<file path="config.mk">
export PLATFORM = sky130hd
export DESIGN_NAME = game_sequencer
export DESIGN_NICKNAME = d
export VERILOG_FILES = /design/src/rtl/fpgano_pkg.sv /design/src/rtl/sat_counter.sv /design/src/rtl/game_sequencer.sv
export SDC_FILE = /design/constraint.sdc
export NUM_CORES = 1
export LEC_CHECK = 0
export ABC_AREA = 1
export BUFFER_PORTS_ARGS = -buffer_cell sky130_fd_sc_hd__buf_4
export CORE_ASPECT_RATIO = 1.2
export CORE_UTILIZATION = 45
export CTS_BUF_LIST = sky130_fd_sc_hd__clkbuf_8
export CTS_CLUSTER_SIZE = 12
export DETAILED_ROUTE_END_ITERATION = 10
export MAX_ROUTING_LAYER = met4
export PLACE_DENSITY = 0.66
export SLEW_MARGIN = 0
export SYNTH_ARGS = -nofsm -noshare
export SYNTH_HDL_FRONTEND = slang
export SYNTH_HIERARCHICAL = 1
export SYNTH_SLANG_ARGS = --single-unit
</file>
<file path="constraint.sdc">
create_clock -name CLOCK_50 -period 1.65 [get_ports CLOCK_50]
set_input_delay 0.0825 -clock CLOCK_50 [delete_from_list [all_inputs] [get_ports CLOCK_50]]
set_output_delay 0.0825 -clock CLOCK_50 [all_outputs]
set_load 0.02 [all_outputs]
</file>
<file path="src/rtl/fpgano_pkg.sv">
`default_nettype none
// ============================================================================
//  Module      : fpgano_pkg
//  Description : Shared definitions for the rhythm-game sequencer: default
//                widths, countdown length, FSM state encoding and a helper
//                that maps a zero note length onto one beat.
//  Revision    : 1.0 - initial release
// ============================================================================
package fpgano_pkg;

  localparam int DEFAULT_FRAME_W         = 8;
  localparam int DEFAULT_COUNTDOWN_BEATS = 3;

  localparam int         STATE_W      = 3;
  localparam logic [2:0] ST_IDLE      = 3'd0;
  localparam logic [2:0] ST_COUNTDOWN = 3'd1;
  localparam logic [2:0] ST_PLAY      = 3'd2;
  localparam logic [2:0] ST_PAUSED    = 3'd3;
  localparam logic [2:0] ST_DONE      = 3'd4;

  // A note never lasts less than one beat, so a zero length counts as one.
  function automatic logic [3:0] effective_hold(input logic [3:0] hold);
    return (hold == 4'd0) ? 4'd1 : hold;
  endfunction

endpackage
`default_nettype wire

</file>
<file path="src/rtl/sat_counter.sv">
`default_nettype none
// ============================================================================
//  Module      : sat_counter
//  Description : Up-counter that sticks at all-ones instead of wrapping.
//  Ports       : clk   - clock
//                rst_n - asynchronous active-low reset
//                clr   - synchronous clear (wins over inc)
//                inc   - count enable
//                count - current tally
//  Revision    : 1.0 - initial release
// ============================================================================
module sat_counter #(
  parameter int WIDTH = 10
) (
  input  logic             clk,
  input  logic             rst_n,
  input  logic             clr,
  input  logic             inc,
  output logic [WIDTH-1:0] count
);

  logic [WIDTH-1:0] r_count;

  always_ff @(posedge clk or negedge rst_n) begin
    if (!rst_n) begin
      r_count <= '0;
    end else if (clr) begin
      r_count <= '0;
    end else if (inc && (r_count != {WIDTH{1'b1}})) begin
      r_count <= r_count + 1'b1;
    end
  end

  assign count = r_count;

endmodule
`default_nettype wire

</file>
<file path="src/rtl/game_sequencer.sv">
`default_nettype none
// ============================================================================
//  Module      : game_sequencer
//  Description : Rhythm-game sequencer. Runs a countdown after start, then
//                scores one key sample per beat, steps through the song's
//                frames according to each note's hold length, and supports
//                pause/resume and abort.
//  Ports       : CLOCK_50    - system clock
//                reset_n     - asynchronous active-low reset
//                beat_tick   - one-cycle beat pulse
//                start_req / pause_req / abort_req - one-cycle requests
//                song_len    - frames in the song (0 behaves as 1)
//                hold_len    - beats of the note at the current frame
//                correct_key - pressed key matches current note
//                frame       - current frame index
//                running / paused / done / counting - one-hot state flags
//                frame_adv / hit / miss - one-cycle event pulses
//                hits / misses - saturating score tallies
//  Revision    : 1.0 - initial release
// ============================================================================
module game_sequencer
  import fpgano_pkg::*;
#(
  parameter int FRAME_W         = DEFAULT_FRAME_W,
  parameter int COUNTDOWN_BEATS = DEFAULT_COUNTDOWN_BEATS,
  parameter int CNT_W           = 10
) (
  input  logic               CLOCK_50,
  input  logic               reset_n,
  input  logic               beat_tick,
  input  logic               start_req,
  input  logic               pause_req,
  input  logic               abort_req,
  input  logic [FRAME_W-1:0] song_len,
  input  logic [3:0]         hold_len,
  input  logic               correct_key,
  output logic [FRAME_W-1:0] frame,
  output logic               running,
  output logic               paused,
  output logic               done,
  output logic               counting,
  output logic               frame_adv,
  output logic               hit,
  output logic               miss,
  output logic [CNT_W-1:0]   hits,
  output logic [CNT_W-1:0]   misses
);

  localparam int CD_W = (COUNTDOWN_BEATS < 2) ? 1 : $clog2(COUNTDOWN_BEATS + 1);

  // Reset asserts immediately but releases through two flops so the first
  // state change happens well clear of the deassertion edge.
  logic [1:0] r_rst_sync;
  logic       w_rst_n;

  always_ff @(posedge CLOCK_50 or negedge reset_n) begin
    if (!reset_n) r_rst_sync <= 2'b00;
    else          r_rst_sync <= {r_rst_sync[0], 1'b1};
  end

  assign w_rst_n = r_rst_sync[1];

  logic [STATE_W-1:0] r_state, w_state_nxt;
  logic [FRAME_W-1:0] r_frame, w_frame_nxt;
  logic [3:0]         r_beat_in_note, w_beat_nxt;
  logic [CD_W-1:0]    r_countdown, w_cd_nxt;
  logic               r_frame_adv, w_adv_nxt;
  logic               r_hit, w_hit_nxt;
  logic               r_miss, w_miss_nxt;
  logic               w_clr_cnt;
  logic [FRAME_W-1:0] w_last_frame;
  logic [4:0]         w_beat_inc;
  logic               r_running, r_paused, r_done, r_counting;

  assign w_last_frame = (song_len == '0) ? '0 : song_len - 1'b1;
  assign w_beat_inc   = {1'b0, r_beat_in_note} + 5'd1;

  // Priority abort > pause > start > tick. A request the current state does
  // not act on does not block a lower-priority one.
  always_comb begin
    w_state_nxt = r_state;
    w_frame_nxt = r_frame;
    w_beat_nxt  = r_beat_in_note;
    w_cd_nxt    = r_countdown;
    w_adv_nxt   = 1'b0;
    w_hit_nxt   = 1'b0;
    w_miss_nxt  = 1'b0;
    w_clr_cnt   = 1'b0;
    if (abort_req) begin
      w_state_nxt = ST_IDLE;
      w_frame_nxt = '0;
      w_beat_nxt  = '0;
      w_cd_nxt    = '0;
    end else begin
      case (r_state)
        ST_IDLE, ST_DONE: begin
          if (start_req) begin
            w_state_nxt = ST_COUNTDOWN;
            w_cd_nxt    = CD_W'(COUNTDOWN_BEATS);
            w_frame_nxt = '0;
            w_beat_nxt  = '0;
            w_clr_cnt   = 1'b1;
          end
        end
        ST_COUNTDOWN: begin
          if (beat_tick) begin
            if (r_countdown <= CD_W'(1)) begin
              w_state_nxt = ST_PLAY;
              w_cd_nxt    = '0;
            end else begin
              w_cd_nxt = r_countdown - 1'b1;
            end
          end
        end
        ST_PLAY: begin
          if (pause_req) begin
            w_state_nxt = ST_PAUSED;
          end else if (beat_tick) begin
            w_hit_nxt  = correct_key;
            w_miss_nxt = !correct_key;
            if (w_beat_inc >= {1'b0, effective_hold(hold_len)}) begin
              w_beat_nxt = '0;
              // Leaving the last frame ends the song; frame stays put.
              if (r_frame >= w_last_frame) begin
                w_state_nxt = ST_DONE;
              end else begin
                w_frame_nxt = r_frame + 1'b1;
                w_adv_nxt   = 1'b1;
              end
            end else begin
              w_beat_nxt = w_beat_inc[3:0];
            end
          end
        end
        ST_PAUSED: begin
          if (pause_req) w_state_nxt = ST_PLAY;
        end
        default: w_state_nxt = ST_IDLE;
      endcase
    end
  end

  always_ff @(posedge CLOCK_50 or negedge w_rst_n) begin
    if (!w_rst_n) begin
      r_state        <= ST_IDLE;
      r_frame        <= '0;
      r_beat_in_note <= '0;
      r_countdown    <= '0;
      r_frame_adv    <= 1'b0;
      r_hit          <= 1'b0;
      r_miss         <= 1'b0;
      r_running      <= 1'b0;
      r_paused       <= 1'b0;
      r_done         <= 1'b0;
      r_counting     <= 1'b0;
    end else begin
      r_state        <= w_state_nxt;
      r_frame        <= w_frame_nxt;
      r_beat_in_note <= w_beat_nxt;
      r_countdown    <= w_cd_nxt;
      r_frame_adv    <= w_adv_nxt;
      r_hit          <= w_hit_nxt;
      r_miss         <= w_miss_nxt;
      r_running      <= (w_state_nxt == ST_PLAY);
      r_paused       <= (w_state_nxt == ST_PAUSED);
      r_done         <= (w_state_nxt == ST_DONE);
      r_counting     <= (w_state_nxt == ST_COUNTDOWN);
    end
  end

  sat_counter #(.WIDTH(CNT_W)) u_hits (
    .clk   (CLOCK_50),
    .rst_n (w_rst_n),
    .clr   (w_clr_cnt),
    .inc   (w_hit_nxt),
    .count (hits)
  );

  sat_counter #(.WIDTH(CNT_W)) u_misses (
    .clk   (CLOCK_50),
    .rst_n (w_rst_n),
    .clr   (w_clr_cnt),
    .inc   (w_miss_nxt),
    .count (misses)
  );

  assign frame     = r_frame;
  assign running   = r_running;
  assign paused    = r_paused;
  assign done      = r_done;
  assign counting  = r_counting;
  assign frame_adv = r_frame_adv;
  assign hit       = r_hit;
  assign miss      = r_miss;

endmodule
`default_nettype wire

</file>
# Word level (Yosys, flattened, before mapping)
# Cells that the tools add are included.
[classes]
n_addsub = 6
n_lt_le_gt_ge = 3
eq_ne = 16
mux = 51
reduce_logical = 14
[op_table]
columns = ["operator", "count"]
rows = [
  ["two-way mux 8 bit", 7],
  ["two-way mux 10 bit", 4],
  ["two-way mux 3 bit", 9],
  ["two-way mux 4 bit", 6],
  ["adder 10 x 1 -> 10 bit (second input constant)", 2],
  ["inequality test 10 bit (second input constant)", 2],
  ["inequality test 3 bit (second input constant)", 6],
  ["two-way mux 1 bit", 17],
  ["one-hot mux 8 bit (2 select lines)", 1],
  ["== test 3 x 2 -> 1 bit (second input constant)", 4],
  ["one-hot mux 3 bit (4 select lines)", 1],
  ["adder 8 x 1 -> 8 bit (second input constant)", 1],
  [">= comparator 8 bit", 1],
  ["logical NOT 8 bit", 1],
  ["two-way mux 2 bit", 4],
  ["one-hot mux 4 bit (2 select lines)", 1],
  ["subtractor 8 x 1 -> 8 bit (second input constant)", 1],
  ["== test 3 x 1 -> 1 bit (second input constant)", 2],
  ["== test 3 bit (second input constant)", 2],
  ["AND reduction 6 bit", 1],
  ["nonzero test 3 bit", 2],
  ["adder 4 x 1 -> 5 bit (second input constant)", 1],
  [">= comparator 5 x 4 -> 1 bit", 1],
  ["logical NOT 4 bit", 1],
  ["10 further kinds", 12],
]
[word_totals]
ff_bits = 46
input_bits = 19
output_inout_bits = 35
wordCells = 104

# Depth between registers and ports, before layout
[logic_depth]
depth_word = 10
ltp_mapped = 18
depth_no_buf = 18

# By module
# Netlist, hierarchy kept.
[modules_own_cells]
columns = ["module", "n_inst", "cells_each", "area_per_inst_um2", "seq_area_each_um2"]
rows = [
  ["game_sequencer", 1, 243, 1833.0, 650.6],
  ["sat_counter", 2, 95, 683.2, 250.2],
]

# Worst setup path before layout
# No wires, ideal clock.
[synth_path]
path_kind = "input port to flip-flop"
from = "input song_len[1]"
to = "register r_frame[6] (netlist: frame[6])"
arrival_ns = 1.865
required_time_ns = 1.532
slack_ns = -0.334
cell_stages = 18
n_path_buf = 1
path_cell_list = "nor2_1 -> nand2_1 -> nor2_1 -> inv_1 -> nor3_1 -> xor2_1 -> nand2_1 -> ha_1 -> nand2_1 -> inv_1 -> nor2_1 -> o21a_1 -> nand2_1 -> nand2_1 -> nand3_2 -> buf_6 -> nand2_1 -> o21ai_2"
[synth_via]
elab_chain_len = 5
word_cells_on_any_way = 6
[synth_rtl]
columns = ["element", "line", "text"]
rows = [
  ["start: declaration", "game_sequencer.sv:34", "input logic [FRAME_W-1:0] song_len,"],
  ["subtractor 8 x 1 -> 8 bit / logical NOT 8 bit (equally long branches)", "game_sequencer.sv:75", "assign w_last_frame = (song_len == '0) ? '0 : song_len - 1'b1;"],
  ["two-way mux 8 bit (*)", "game_sequencer.sv:75", ""],
  [">= comparator 8 bit (*)", "game_sequencer.sv:124", "if (r_frame >= w_last_frame) begin"],
  ["inequality test 3 bit (no source line) (*)", "--", ""],
  ["AND reduction 6 bit (no source line) (*)", "--", ""],
  ["end signal: assignment", "game_sequencer.sv:158", "r_frame <= w_frame_nxt;"],
  ["end: declaration", "game_sequencer.sv:64", "logic [FRAME_W-1:0] r_frame, w_frame_nxt;"],
]
# Every way passes the cells marked *; elsewhere a longest branch is shown, timed or not.
# A chain may end at the register's enable or synchronous reset.

# Worst setup path in the final report
[layout_path]
from = "register r_beat_in_note[0]"
to = "register r_frame[7] (netlist: frame[7])"
[layout_via]
elab_chain_len = 4
[layout_rtl]
columns = ["element", "line", "text"]
rows = [
  ["start: declaration", "game_sequencer.sv:65", "logic [3:0] r_beat_in_note, w_beat_nxt;"],
  ["start signal: assignment", "game_sequencer.sv:159", "r_beat_in_note <= w_beat_nxt;"],
  ["adder 4 x 1 -> 5 bit", "game_sequencer.sv:76", "assign w_beat_inc = {1'b0, r_beat_in_note} + 5'd1;"],
  [">= comparator 5 x 4 -> 1 bit", "game_sequencer.sv:121", "if (w_beat_inc >= {1'b0, effective_hold(hold_len)}) begin"],
  ["inequality test 3 bit (no source line)", "--", ""],
  ["AND reduction 6 bit (no source line)", "--", ""],
]
# Every way passes these cells.

==> run summary <==
Outcome = complete, but fails checks
Violated checks = setup timing
Mean Syn Cell Area = 7.39 sq um
Post-Route WL = 7700 microns
Core area = 6850 sq um
Fin crit period = 1950 ps
Mapped Cells = 433
Share of cells above drive strength 1 = 36.5%
DIE WIDTH = 79.0 microns
Max Slew Vio Count = 0
Post-synthesis instance area = 3200 sq um
Core Util, Final = 64.3%
Worst setup path start = r_beat_in_note[0]$_DFFE_PN0P_
Clk root buf = clkbuf_8
VDD IR max = 0.611 mV
Seq/Total Area, Yosys = 36.0%
# setup viols final = 19
H-tree Lvls = 2
CTS tree = built
DRC errors left = 0
I/O Pins = 54
DRT iter0 DRCs = 205
Clock Latency Late Sink = 310 ps
Via density per instance = 5.08
Die height = 94.4 microns
Max Root-Sink Buffers = 2
Largest net degree at the start of global routing = 34
Yosys warns = 6
Worst Hold Launch = abort_req
Synth-to-Final Area Change = 37.8%
Max FO, Critical Path = 8
Cells on worst reg2reg path = 12
Most frequent cells in the layout = nand2_1, buf_4, inv_1
Global-route wire length before repair = 12800 microns
Synth top area cells = dfrtp_1, nand2_1, inv_1, ha_1, nand3_1
Die area = 7450 sq um
Tot Pwr = 3.20 mW
Vias in the first global route = 2937
Fin area = 4410 sq um
Fin. Hold Viols = 0
Synth Net Count = 469
Slack of the critical path = -303 ps
Ys flop type = dfrtp_1
CTS sink cnt = 46
Hold Crit Class = in -> reg
#FFs+latches synth = 46
WP data arrival = 2150 ps
Post-synth EDFFs = 0
Most common cell after layout, fill and taps aside = nand2_1
Pre-Repair DR Iteration Count = 4
MaxCap Viol Count = 0
Pre-CTS WS = -517 ps
Overflow after GRT = 0
Slew @ Worst Pin = 485 ps
PwrDens = 726 nW/um^2
Worst Setup End Kind = register
Worst Hold End = frame_adv$_DFF_PN0_
Cell variety after synth = 39
Async set-or-reset flop fraction in the synthesized netlist = 100%
WHS Path Cells = 2
Starting Density = 46.7%
Clock Skew = 10.3 ps
Type of origin of the critical path = register
WP data required = 1840 ps
R2r setup slk = -300 ps
DP HPWL = 5560 microns
Worst r2r src = r_beat_in_note[0]$_DFFE_PN0P_
Tcrit/Tclk final = 118%
Port Buffers = 53
Vias post-DR = 3153
Rows = 33
Ant. Diodes = 0
Area fraction of the dominant cell type after synthesis = 36.0%
Total global-route track usage = 22.0%
Area leader, netlist = dfrtp_1
Nets@finish = 569
Dpl cell area = 3980 sq um
DR WL/cell = 12.4 microns
Max Fclk = 0.512 GHz
RSZ-0062 raised after global routing = yes
Routed Antenna Nets = 0
GPL Wtd Cong = 0.895
TritonCTS Buffers = 5
Pleak = 2.15 nW
Crit Reg-Reg Endpoint = frame[7]$_DFFE_PN0P_
Initial antenna violation count = 0
Reg clk slew, reported paths = 80 ps
WS Path Type = reg -> reg
Slew headroom = 67.3%
==> state kept, by name, indices dropped and copies added (netlist names), 2 cells and up <==
register	cells
frame	8
r_beat_in_note	4
r_countdown	2
r_rst_sync	2
r_state	3
u_hits/count	10
u_misses/count	10
==> cell families after synthesis <==
group	after synthesis	share of synthesized area (%)
compound gates	52	10.5
xor+xnor	8	2.19
fa+ha+maj	17	6.65
buf+inv	72	8.76
flops	46	36.0
other cells	1	0.117
simple gates	237	35.8
==> report_power, final <==
part,internal (mW),switching (mW)
sequential,1.23,0.113
combinational,0.454,0.622
clock,0.384,0.399
total,2.07,1.13
==> layer usage <==
layer / share of wire, % / track usage [%] / up-vias
li1: - / - / 1591
met1: 43 / 26.7 / 1485
met2: 53 / 37.7 / 68
met3: 3.5 / 3.00 / 9
met4: 1.3 / 7.27 / 0
met5: 0 / - / -
==> repair_timing <==
action | in CTS | in global routing
hold endpoints to repair | 2 | 0
gates resized for setup | 11 | 40
hold buffers | 1 | 0
gates cloned | 0 | 1
pin swaps | 10 | 14
endpoints found under the setup margin | 25 | 36
setup buffers | 4 | 7
==> cell usage after synthesis (3+ instances only) <==
cell     number
xor2_1        4
o21ai_0      11
nor3_1        5
nand3_2       4
nand3_1      39
dfrtp_1      46
ha_1         17
nor2_1       39
inv_1        63
nand2_1     118
nand4_1      11
xnor2_1       4
o21ai_1      13
o21ai_2      12
nand2_4       3
a21oi_1       8
inv_2         4
nor2_4        4
==> area by class of cell <==
type | count | area, sq um
Sequential cell | 46 | 1150
Fill cell | 592 | 2450
Clock buffer | 7 | 96.3
Timing Repair Buffer | 97 | 773
Multi-Input combinational cell | 315 | 2010
Inverter | 68 | 259
Tap cell | 87 | 109
Clock inverter | 1 | 8.76
==> worst max-delay path, cell delays in order (launching register included) <==
cell     delay (ps)
dfrtp_1         430
nand3_2         100
xor2_1          200
inv_1           100
ha_4            280
nand2_1          50
inv_1            60
nand3_2          70
nand4_1         180
nand3_4         120
buf_12          160
nand2_2          50
o21ai_2          50
==> worst max path at each step <==
stage	end	slack, ps	depth (start not counted)
CTS	frame[2]$_DFFE_PN0P_	-260	11
global route	frame[2]$_DFFE_PN0P_	-430	18
finish	frame[7]$_DFFE_PN0P_	-300	12
detailed placement	frame[1]$_DFFE_PN0P_	-520	19
global placement	frame[5]$_DFFE_PN0P_	-410	19
floorplan	frame[6]$_DFFE_PN0P_	-250	18
==> metrics by stage <==
| step | instances | hold slack [ps] | setup TNS (ps) |
|---|---|---|---|
| final | 621 | 29.1 | -5150 |
| after global routing | 621 | 25.0 | -7090 |
| after CTS | 614 | 5.07 | -4620 |
| after detailed placement | 601 | -133 | -8220 |
| after global placement | 601 | -135 | -6370 |
| after floorplan | 433 | -213 | -2560 |
(Power assumes the default switching activity.)
